===== config.mk =====
export PLATFORM = sky130hd
export DESIGN_NAME = layer_sequencer
export DESIGN_NICKNAME = d
export VERILOG_FILES = /design/src/rtl/layer_sequencer.sv
export SDC_FILE = /design/constraint.sdc
export NUM_CORES = 1
export LEC_CHECK = 0
export ABC_AREA = 1
export ABC_CLOCK_PERIOD_IN_PS = 3000
export CAP_MARGIN = 20
export CORE_MARGIN = 2
export CORE_UTILIZATION = 30
export CTS_BUF_LIST = sky130_fd_sc_hd__clkbuf_2
export CTS_CLUSTER_DIAMETER = 30
export DETAILED_ROUTE_END_ITERATION = 12
export GPL_TIMING_DRIVEN = 0
export HOLD_SLACK_MARGIN = 0.05
export REMOVE_ABC_BUFFERS = 1
export SYNTH_ARGS = -nofsm -noshare
export SYNTH_HDL_FRONTEND = slang
export SYNTH_SLANG_ARGS = --single-unit

===== constraint.sdc =====
create_clock -name clk -period 3 [get_ports clk]
set_input_delay 0.45 -clock clk [delete_from_list [all_inputs] [get_ports clk]]
set_output_delay 0.45 -clock clk [all_outputs]
set_load 0.005 [all_outputs]

===== src/rtl/layer_sequencer.sv =====
// Collects the parallel neuron outputs of one MLP layer and replays them, in
// neuron order, as a valid/ready stream into the serial input of the next layer.
module layer_sequencer #(
  parameter int NN        = 10,
  parameter int dataWidth = 16,
  parameter int TIMEOUT   = 1024,
  parameter int IDXW      = 6
) (
  input  logic                    clk,
  input  logic                    rst,
  input  logic [NN-1:0]           in_valid,
  input  logic [NN*dataWidth-1:0] in_data,
  output logic [dataWidth-1:0]    out_data,
  output logic                    out_valid,
  input  logic                    out_ready,
  output logic [IDXW-1:0]         out_idx,
  output logic                    busy,
  output logic                    layer_done,
  output logic                    err_overrun,
  output logic                    err_timeout,
  input  logic                    err_clr
);

  localparam int CW = $clog2(TIMEOUT) + 1;

  typedef enum logic [1:0] {IDLE, COLLECT, STREAM} state_t;

  // Handshake: a transfer happens on a rising edge where out_valid and
  // out_ready are both high; out_data/out_idx hold steady until that edge.
  state_t                 state, state_nxt;
  logic [NN-1:0]          mask, mask_nxt;
  logic [IDXW-1:0]        idx, idx_nxt;
  logic [CW-1:0]          cnt, cnt_nxt;
  logic [NN-1:0]          cap;
  logic                   done_nxt, ovr_set, tmo_set;
  logic                   xfer, last, full;
  logic [dataWidth-1:0]   data_buf [NN];

  always_ff @(posedge clk) begin
    if (rst) begin
      state       <= IDLE;
      mask        <= '0;
      idx         <= '0;
      cnt         <= '0;
      layer_done  <= 1'b0;
      err_overrun <= 1'b0;
      err_timeout <= 1'b0;
    end else begin
      state       <= state_nxt;
      mask        <= mask_nxt;
      idx         <= idx_nxt;
      cnt         <= cnt_nxt;
      layer_done  <= done_nxt;
      // Setting a flag takes priority over clearing it on the same edge.
      err_overrun <= ovr_set | (err_overrun & ~err_clr);
      err_timeout <= tmo_set | (err_timeout & ~err_clr);
    end
  end

  // Only the first arrival per neuron is kept; duplicates never overwrite.
  always_ff @(posedge clk) begin
    for (int i = 0; i < NN; i++) begin
      if (cap[i]) data_buf[i] <= in_data[i*dataWidth +: dataWidth];
    end
  end

  always_comb begin
    state_nxt = state;
    mask_nxt  = mask;
    idx_nxt   = idx;
    cnt_nxt   = cnt;
    cap       = '0;
    done_nxt  = 1'b0;
    ovr_set   = 1'b0;
    tmo_set   = 1'b0;
    xfer      = (state == STREAM) && out_ready;
    last      = (idx == IDXW'(NN - 1));
    full      = &(mask | in_valid);
    case (state)
      IDLE: begin
        cap      = in_valid & ~mask;
        ovr_set  = |(in_valid & mask);
        mask_nxt = mask | in_valid;
        if (|in_valid) begin
          cnt_nxt   = '0;
          state_nxt = full ? STREAM : COLLECT;
        end
      end
      COLLECT: begin
        cap      = in_valid & ~mask;
        ovr_set  = |(in_valid & mask);
        mask_nxt = mask | in_valid;
        cnt_nxt  = cnt + CW'(1);
        if (full) begin
          cnt_nxt   = '0;
          state_nxt = STREAM;
        end else if (cnt == CW'(TIMEOUT - 1)) begin
          tmo_set   = 1'b1;
          mask_nxt  = '0;
          cnt_nxt   = '0;
          state_nxt = IDLE;
        end
      end
      STREAM: begin
        ovr_set = |in_valid;
        if (xfer) begin
          if (last) begin
            idx_nxt   = '0;
            mask_nxt  = '0;
            done_nxt  = 1'b1;
            state_nxt = IDLE;
          end else begin
            idx_nxt = idx + IDXW'(1);
          end
        end
      end
      default: state_nxt = IDLE;
    endcase
  end

  assign out_valid = (state == STREAM);
  assign out_idx   = idx;
  assign busy      = (state != IDLE);

  always_comb begin
    out_data = '0;
    for (int i = 0; i < NN; i++) begin
      if (out_valid && idx == IDXW'(i)) out_data = data_buf[i];
    end
  end

endmodule

; Yosys cells after proc, flatten, opt, wreduce, memory -nomap -nowiden
; Memory sizes are Yosys's and may differ from the RTL's.
; Cells that the tools add are included.
[classes]
muxes = 53
reduce_logical = 25
n_eq_ne = 16
n_addsub = 2
n_bitwise = 11
[ops]
columns = op, n
row1 = $mux W16, 10
row2 = $mux W10, 5
row3 = $mux W11, 3
row4 = $pmux W10 S3, 1
row5 = $eq A6 B3 Y1 const B, 4
row6 = $mux W1, 24
row7 = $pmux W11 S2, 1
row8 = $and A10 B10 Y10, 2
row9 = $reduce_or A10 Y1, 2
row10 = $eq A6 B2 Y1 const B, 2
row11 = $eq A6 B4 Y1 const B, 2
row12 = $mux W2, 6
row13 = $add A11 B1 Y11 const B, 1
row14 = $eq A11 B10 Y1 const B, 1
row15 = $logic_and A1 B1 Y1, 11
row16 = $not A10 Y10, 1
row17 = $or A10 B10 Y10, 1
row18 = $reduce_and A10 Y1, 1
row19 = $add A6 B1 Y6 const B, 1
row20 = $eq A6 B1 Y1 const B, 1
row21 = $logic_not A6 Y1, 1
row22 = $mux W6, 1
row23 = $pmux W2 S3, 1
row24 = $ne A2 B1 Y1 const B, 2
row25 = 16 further kinds, 22
[word_totals]
n_memories = 1
wordCells = 115
output_inout_bits = 27
ramBits = 160
inputBits = 174
reg_bits = 32
[mem_list]
columns = name, words, width, read_ports, rd_ports_with_merged_regs, write_ports, line
row1 = data_buf, 10, 16, 10, 0, 10, 37  ; logic [dataWidth-1:0] data_buf [NN];

; Longest topological paths before layout
[logic_depth]
word_depth = 12
ltp_mapped = 18
mapped_depth_nobuf = 16

; Worst setup path before layout
; No wires, ideal clock.
[synth_path]
kind = reg2reg
start = reg state[1]
end = mem data_buf[2][0], enable pin
arrival_ns = 2.169
setup_time_ns = 0.409
required_time_ns = 2.591
n_path_buf = 2
path_slack_ns = 0.422
period_less_slack_ns = 2.578
stages_incl_launch_ff = 7
cell_sequence = dfxtp_1 -> inv_1 -> ha_1 -> clkbuf_1 -> nor2_1 -> clkbuf_1 -> nor3_1
[synth_rtl]
columns = element, line
row1 = "start, declared", 30  ; state_t state, state_nxt;
row2 = "start signal, assigned", 49  ; state <= state_nxt;
row3 = "end, declared", 37

; Final worst setup path
[layout_path]
start = reg idx[4] (netlist: out_idx[4])
end = out out_data[10]
[layout_via]
elab_chain_cells = 12
elab_cells_between_ends = 30
cone_classes = eq/ne (9) / mux (10) / reduce/logical (11)
[layout_rtl]
columns = element, line
row1 = "start, declared", 32  ; logic [IDXW-1:0] idx, idx_nxt;
row2 = "start signal, assigned", 51  ; idx <= idx_nxt;
row3 = $logic_not A6 Y1, 128  ; if (out_valid && idx == IDXW'(i)) out_data = data_buf[i];
row4 = $logic_and A1 B1 Y1, 128
row5 = $mux W16 (9 in series), 128
row6 = $mux W16 (*), 128
row7 = "end, declared", 13  ; output logic [dataWidth-1:0] out_data,
; Every way passes the cells marked *; elsewhere a longest branch is shown, timed or not.

==> results.md <==
- Run status: finished with violations
- Failing checks: setup timing
- VDD IR-drop max: 0.000353 V
- Setup Skew: 57.7 ps
- Clock period minus worst slack: 3280 ps
- Worst R2R Start: state[1]
- Critical Path Start: out_idx[4]
- Synth cell types: 38
- Vias post-DR: 6922
- Pwr/cell area: 608 nW/um^2
- DIE HEIGHT: 172 um
- DRC viols: 0
- Routed WL: 25900 um
- Final hold vios: 0
- Clock Pin Slew Worst Setup and Hold Paths: 350 ps
- Clock Latency Late Sink: 800 ps
- GP Congestion: 0.870
- WP data arrival: 2830 ps
- Clock Sinks: 192
- Fmax: 0.305 GHz
- DP HPWL: 18100 um
- Total grt overflow: 0
- Starting Density: 30.4%
- Crit-path max FO: 7
- DR WL/cell: 16.9 um
- HP Start: in_data[72]
- Startpoint types: register
- Synth Register Bits: 192
- Critical path type: reg2out
- Largest net degree at the start of global routing: 22
- Mean Syn Cell Area: 9.93 sq um
- Final core utilization: 45.7%
- Final Cycle Share: 109%
- CTS tree: built
- PortBufs: 200
- CTS Buf Count: 17
- Most common cell after layout, fill and taps aside: nand2_1
- Initial drt markers: 383
- CTS H-tree lvls: 4
- Hold Worst Slack: 143 ps
- Post-Syn Instances: 849
- Layout cells sized above 1: 24.9%
- Worst min path class: in2reg
- Row Count: 61
- Clk root buf: clkbuf_2
- YS warnings: 0
- Setup_tns: -3660 ps
- Vias per cell: 4.53
- Slew Limit Fails: 0
- Initial antenna violation count: 2
- Placed insts: 1413
- Final #Nets: 1316
- Most frequent cells in the layout: nand2_1, clkdlybuf4s50_1, edfxtp_1
- Post-Syn Area: 8430 sq um
- Pre-antenna DRT Iters: 4
- Clk buf depth: 2
- Final instance area: 12700 sq um
- WP data required: 2550 ps
- Unrepaired setup endpoints after global routing: true
- Final setup violation count: 16
- FILL cells: 2619
- Relative slew slack: 49.7%
- Final worst slack: -284 ps
- Core area: 27700 sq um
- Total track usage: 17.5%
- Worst-margin pin slew: 750 ps
- Vias in the first global route: 6828
- First-pass GRT wire length: 38100 um
- Die X: 172 um
- Sequential cell area fraction in the yosys report: 64.6%
- Die ar.: 29500 sq um
- Boundary Pins: 201
- Lkg Pwr: 0.00506 uW
- Routed Antenna Nets: 0
- Layout area overhead: 50.1%
- Number of max-cap violations: 0
- Placed Area: 11000 sq um
- Crit. End Element: output pin
- Post-Layout Cell Count: 1528
==> critical path: stages (launching register included) <==
cell,delay [ps]
dfxtp_4,430
nor2_4,170
buf_6,130
nand4_1,100
buf_6,160
buf_8,130
buf_6,120
nor2_4,120
nor2_2,60
nand2_2,90
nand4_1,120
nand2_1,90
nand2_1,60
nand2_2,70
a21oi_2,60
buf_2,130
==> cell type report <==
| class | count | area, sq um | area share, % |
|---|---|---|---|
| Clock buffer | 17 | 85.1 | 0.672 |
| Inverter | 94 | 375 | 2.97 |
| Tap cell | 378 | 473 | 3.74 |
| Clock inverter | 15 | 206 | 1.63 |
| Sequential cell | 192 | 5460 | 43.2 |
| Multi-Input combinational cell | 534 | 3030 | 24.0 |
| Antenna cell | 4 | 10.0 | 0.0791 |
| Timing Repair Buffer | 291 | 2990 | 23.6 |
| Timing Repair inverter | 3 | 22.5 | 0.178 |
==> worst paths after layout <==
path	end	slack, ps	depth (start not counted)
min	data_buf[4][8]	140	1
min reg2reg	cnt[10]	460	2
max reg2reg	data_buf[1][6]	740	6
max	out_data[10]	-280	15
==> per-layer routing <==
metal / up-vias / wire, um / GRT usage (%)
met5: - / 0 / 0
met4: 0 / 442 / 4.46
met3: 30 / 1520 / 4.12
met2: 192 / 13300 / 31.3
met1: 3309 / 10600 / 21.0
li1: 3391 / - / -
==> through the flow <==
step | power (uW) | worst slack [ps]
floorplan | 4960 | 50.6
global placement | 5800 | -1750
detailed placement | 5970 | -827
CTS | 7720 | -414
global route | 8120 | -513
finish | 7700 | -284
==> Yosys cell counts, drive strengths merged <==
library cell | instances | area, sq um
a211oi | 3 | 22.5
a21boi | 2 | 18.8
a21o | 1 | 7.51
a21oi | 40 | 200
a31o | 1 | 8.76
a31oi | 1 | 6.26
buf | 20 | 119
clkbuf | 9 | 33.8
dfxtp | 32 | 641
edfxtp | 160 | 4800
ha | 9 | 113
inv | 94 | 353
nand2 | 230 | 866
nand2b | 1 | 6.26
nand3 | 65 | 338
nand4 | 11 | 68.8
nor2 | 98 | 403
nor3 | 19 | 100
nor3b | 2 | 15.0
nor4 | 1 | 6.26
o21a | 2 | 15.0
o21ai | 22 | 110
o21bai | 1 | 7.51
o22ai | 7 | 43.8
or2 | 14 | 87.6
xnor2 | 2 | 17.5
xor2 | 2 | 17.5
==> flip-flops by register name, indices dropped and copies added, names as in the netlist <==
| name | count |
|---|---|
| layer_done | 1 |
| err_timeout | 1 |
| data_buf | 160 |
| mask | 10 |
| out_idx | 6 |
| cnt | 11 |
| err_overrun | 1 |
| state | 2 |
==> logic make-up after synthesis <==
family	after synthesis	share of synthesized area [%]
adders and majority gates	9	1.34
and+or+nand+nor	441	22.4
buffers and inverters	123	6.00
AOI/OAI and AO/OA	80	5.22
xor gates and xnor gates	4	0.416
DFF	192	64.6
==> where the power goes <==
part           leakage, uW  internal (uW)  switching [uW]  total, uW
Clock             0.000181            545            1010       1550
Sequential         0.00177           3740             224       3960
Combinational      0.00310            882            1300       2180
==> timing repair <==
action | CTS | global route
endpoints found under the setup margin | 16 | 16
hold endpoints to repair | 0 | 8
gates resized for setup | 196 | 61
hold buffers | 0 | 8
setup buffers | 60 | 11
gates cloned | 6 | 0
pin swaps | 69 | 61
Note: power is estimated with default switching activity, not from simulation.
==> RTL change 1, RTL diff (same settings) <==
Reset style: asynchronous (`rst`), changed in one clocked block.
--- a/src/rtl/layer_sequencer.sv
+++ b/src/rtl/layer_sequencer.sv
@@ -36,7 +36,7 @@
   logic                   xfer, last, full;
   logic [dataWidth-1:0]   data_buf [NN];
 
-  always_ff @(posedge clk) begin
+  always_ff @(posedge clk or posedge rst) begin
     if (rst) begin
       state       <= IDLE;
       mask        <= '0;
Function: differs if rst is asserted again (counterexample within 4 cycles, from zero or initial values and one cycle with rst high); with rst held inactive, the same outputs for 4 cycles.
==> RTL change 1 against the unedited design <==
  * Clock power is 21% lower
  * The flow still finishes with violations (setup timing)
  * Cell area is 1.7% lower
  * Routed wire length is 2.3% lower
  * Critical path type unchanged
  * Setup slack worse by 170 ps
  * Clock skew is 21 ps lower
  * Power is 1.2% lower
  * Sequential cell count stayed put
  * Largest cell class unchanged
  * Synthesized area is 0.82% lower
  * First-iteration DRC count is 29% higher
==> RTL change 1: results (changes against the unedited design) <==
- Synthesized-area fraction occupied by adder cells: 1.347% (+0.011 points)
- Total number of vias: 6567 (-5.1%)
- Clock Skew: 36.80 ps (-20.89 ps)
- Slowest Stage Delay on Critical Path: 460 ps (+30 ps)
- Leak Pwr: 5.033 nW (-0.53%)
- Synth async-reset ratio: 16.67% (+17 points)
- GRT Total Usage: 17.61% (+0.16 points)
- Violated checks: setup timing
- Synth unique cells: 33 (-13%)
- Maximum number of pins on one net before global-route repair: 25 (+14%)
- DP HPWL: 18.14 mm (+0.40%)
- Sequential-to-total area share from yosys stat: 67.05% (+2.4 points)
- Actual slew at the worst max-slew pin: 937.2 ps (+186.9 ps)
- Final wirelength: 25.29 mm (-2.3%)
- Min-delay worst type: input port to flip-flop
- Status: finished, violations left
- Setup_tns: -6104 ps (-2441 ps)
- Top area cells in the synthesized netlist: edfxtp_1 (57%), nand2_1 (9.8%), dfrtp_1 (9.6%)
- GR Util met2: 31.21% (-0.081 points)
- Drt initial violations: 494 (+29%)
- P_clk: 1.23 mW (-21%)
- First-pass GRT wire length: 37.94 mm (-0.38%)
- TritonRoute pass-1 iters: 7 (+3)
- Worst path slowest cell: dfrtp_1
- XOR/XNOR Fraction of Synth Area: 0.4190% (+0.0034 points)
- Antenna violations before repair: 5 (+3)
- Worst IR Drop VDD: 0.3529 mV (-0.11%)
- Overall Power: 7.605 mW (-1.2%)
- Post-synthesis compound-gate area fraction: 6.001% (+0.78 points)
- Cell depth of the worst flop-to-flop path: 10 (+4)
- RR Endpoint: mask[6]
- Int Pwr: 4.925 mW (-4.7%)
- Final GP Congestion: 0.8744 (+0.49%)
- CP Max Fanout: 8 (+1)
- Met3 GRT Util: 4.719% (+0.60 points)
- Worst Setup Slack, final: -452.3 ps (-168.3 ps)
- Grt met1 use: 21.62% (+0.67 points)
- Sequential logic power: 3.85 mW (-3%)
- Delay-heaviest family, CP: buffers and inverters
- Final #Nets: 1265 (-3.9%)
- Clk Latency, worst-skew pair: 760 ps (-40 ps)
- # setup viols final: 16 (unchanged)
- Number of global-route vias before repair: 6737 (-1.3%)
- Crit path launch: state[0]
RTL change 1: cell types whose count changed after synthesis, moves of 5 or more:
cell,change
a21oi_1,+20
buf_2,-5
dfrtp_1,+32
dfxtp_1,-32
inv_1,-5
nand2_1,-10
nor2_1,-42
o21ai_1,-5
RTL change 1: worst min path at each step:
stage,end,slack [ps],startpoint
6_report,data_buf[4][6],180,in_data[70]
5_1_grt,data_buf[1][13],70,in_data[29]
4_1_cts,data_buf[1][5],100,in_data[21]
3_5_place_dp,cnt[5],510,cnt[5]
3_3_place_gp,cnt[1],500,cnt[1]
2_1_floorplan,cnt[5],470,cnt[5]
RTL change 1: through the flow:
stage               setup slack [ps]  std cells  hold slack [ps]
global route                  -703.6       1476            72.51
CTS                           -585.5       1469            99.69
finish                        -452.3       1476            178.3
detailed placement             -1015       1366            505.5
floorplan                      273.6        774            468.4
global placement               -1335       1352            498.2
RTL change 1: timing repair:
item / CTS / global route
pin swaps: 71 / 46
endpoints found under the hold margin: 16 / 0
endpoints found under the setup margin: 16 / 16
hold buffers: 1 / 0
setup buffers: 63 / 7
resized for setup: 203 / 35
cloned: 7 / 0
RTL change 1: area by class of cell:
cell class	instances	area (µm²)
multi-input combinational	490	2821
sequential	192	5612
clock buffer	17	85.08
clock inverter	15	118.9
inverter	92	381.6
antenna	3	7.507
fill	2589	15180
tap	378	473.0
timing repair inverter	3	52.55
timing repair buffer	286	2893
RTL change 1: per-layer routing:
layer  part of all wire [%]  vias up
met5                   0.11        -
met4                   0.86        4
met3                    6.2       20
met2                     51      153
met1                     42     3139
li1                       -     3251
==> RTL change 2, RTL diff (same settings) <==
Made on the original files. The parameter `NN` goes from 10 to 12.
--- a/src/rtl/layer_sequencer.sv
+++ b/src/rtl/layer_sequencer.sv
@@ -1,7 +1,7 @@
 // Collects the parallel neuron outputs of one MLP layer and replays them, in
 // neuron order, as a valid/ready stream into the serial input of the next layer.
 module layer_sequencer #(
-  parameter int NN        = 10,
+  parameter int NN        = 12,
   parameter int dataWidth = 16,
   parameter int TIMEOUT   = 1024,
   parameter int IDXW      = 6
Ports: changed (resized in_data and in_valid); port bits go from 201 to 235. The function was not compared with the original's and may differ.
==> RTL change 2 against the unedited design <==
  * The flow still finishes with violations (setup timing)
  * Synthesized area grew 18%
  * Synthesized cell count is 16% higher
  * Fmax is 6.9% lower
  * Sequential cell count rose by 34
  * Routed wire length grew 20%
  * Cell area is 17% higher
  * Setup slack got worse by 240 ps
  * Die area up 18%
  * Critical endpoint is now out_data[4]
  * Highest routed layer unchanged
Power is not compared: it rests on default switching activity, and its combinational part moved more than twofold at a synthesized area within 25%.
==> RTL change 2: results (changes against the unedited design) <==
- Synth unique cells: 44 (+16%)
- Worst Setup Slack, final: -527.9 ps (-244.0 ps)
- Actual slew at the worst max-slew pin: 958.8 ps (+208.6 ps)
- CP Data Arrival Time: 3080 ps (+250 ps)
- Fillers: 3131 (+20%)
- Status: finished, violations left
- Total CTS buffers: 69 (+52)
- First-pass GRT wire length: 47.89 mm (+26%)
- Violated checks: setup timing
- Maximum number of pins on one net before global-route repair: 26 (+18%)
- Routed WL per cell: 16.72 µm (-1.3%)
- Met3 GRT Util: 4.946% (+0.83 points)
- Commonest cells post-synth: nand2_1 (295), edfxtp_1 (192), inv_1 (114), nor2_1 (61), nand3_1 (47)
- Grt met1 use: 22.66% (+1.7 points)
- Sequential-to-total area share from yosys stat: 64.54% (about the same)
- Slowest Stage Delay on Critical Path: 370 ps (-60 ps)
- Number of global-route vias before repair: 8699 (+27%)
- Top area cells in the synthesized netlist: edfxtp_1 (58%), nand2_1 (11%), dfxtp_1 (6.8%)
- DP HPWL: 21.59 mm (+19%)
- # setup viols final: 16 (unchanged)
- CP Max Fanout: 4 (-3)
- Clock Skew: 74.21 ps (+16.53 ps)
- Largest regs: data_buf: 192 flops, mask: 12 flops, cnt: 11 flops
- # port buffers: 234 (+17%)
- Clk Latency, worst-skew pair: 830 ps (+30 ps)
- DP Cell Count: 1642 (+16%)
- Post-Layout Cell Count: 1852 (+21%)
- Final GP Congestion: 0.8915 (+2.5%)
- Total number of vias: 8264 (+19%)
[RTL change 2: changes by cell type in the layout (fill, tap and decap cells not counted), moves of 14 or more]
cell	change
clkbuf_2	+82
nand2_1	+67
clkdlybuf4s50_1	+34
edfxtp_1	+32
inv_1	+23
nand3_2	-23
nor2_1	-19
o21ai_0	+17
dlygate4sd3_1	+14
[RTL change 2: cell type report]
type	instances	area [µm²]	share of cell area, %
antenna	3	7.507	0.05072
multi-input combinational	604	3301	22.30
sequential	226	6460	43.65
timing repair buffer	328	3279	22.16
clock inverter	27	167.7	1.133
clock buffer	97	485.5	3.280
tap	442	553.0	3.737
inverter	121	505.5	3.415
timing repair inverter	4	41.29	0.2790
[RTL change 2: logic make-up after synthesis]
kind of cell    Yosys count  synth area share [%]
simple gates            488                 21.52
flops                   226                 64.54
buf+inv                 154                 6.389
compound gates          102                 6.075
fa+ha+maj                 9                 1.127
xor+xnor                  4                0.3508
[RTL change 2: worst paths after layout]
| path | start | end | slack, ps | cells past startpoint |
|---|---|---|---|---|
| worst max-delay path | state[0] | out_data[4] | -530 | 20 |
| worst min register to register | cnt[10] | cnt[10] | 460 | 2 |
| worst min-delay path | in_data[176] | data_buf[2][48] | 180 | 1 |
| worst max register to register | out_idx[1] | mask[5] | 480 | 11 |
[RTL change 2: stage by stage]
stage	area [µm²]	utilization [%]	setup WS [ps]	setup TNS [ps]	hold slack, ps
after floorplan	9804	-	21.24	0	421.8
after global placement	12700	38.84	-1932	-119400	430.1
after detailed placement	12940	39.58	-1061	-14850	444.1
after CTS	14670	44.87	-700.2	-9843	50.25
after global routing	14800	45.24	-793.7	-11580	53.94
final	14800	45.26	-527.9	-6567	177.1
[RTL change 2: where the power goes]
group / total (mW) / internal (mW) / switching, mW
clock network: 2.42 / 1.06 / 1.36
logic: 0.716 / 0.370 / 0.345
registers: 3.81 / 3.72 / 0.0825
total: 6.94 / 5.15 / 1.79
[RTL change 2: repair_timing]
item,in CTS,in global routing
hold buffers,20,2
setup endpoints to repair,16,16
endpoints found under the hold margin,20,2
buffers inserted,47,10
gates resized for setup,164,35
gates cloned,8,0
pin swaps,72,47
[RTL change 2: metal layers]
layer	wire [µm]	vias up
li1	-	4072
met1	13340	3859
met2	14790	267
met3	2046	66
met4	787	0
met5	0	-
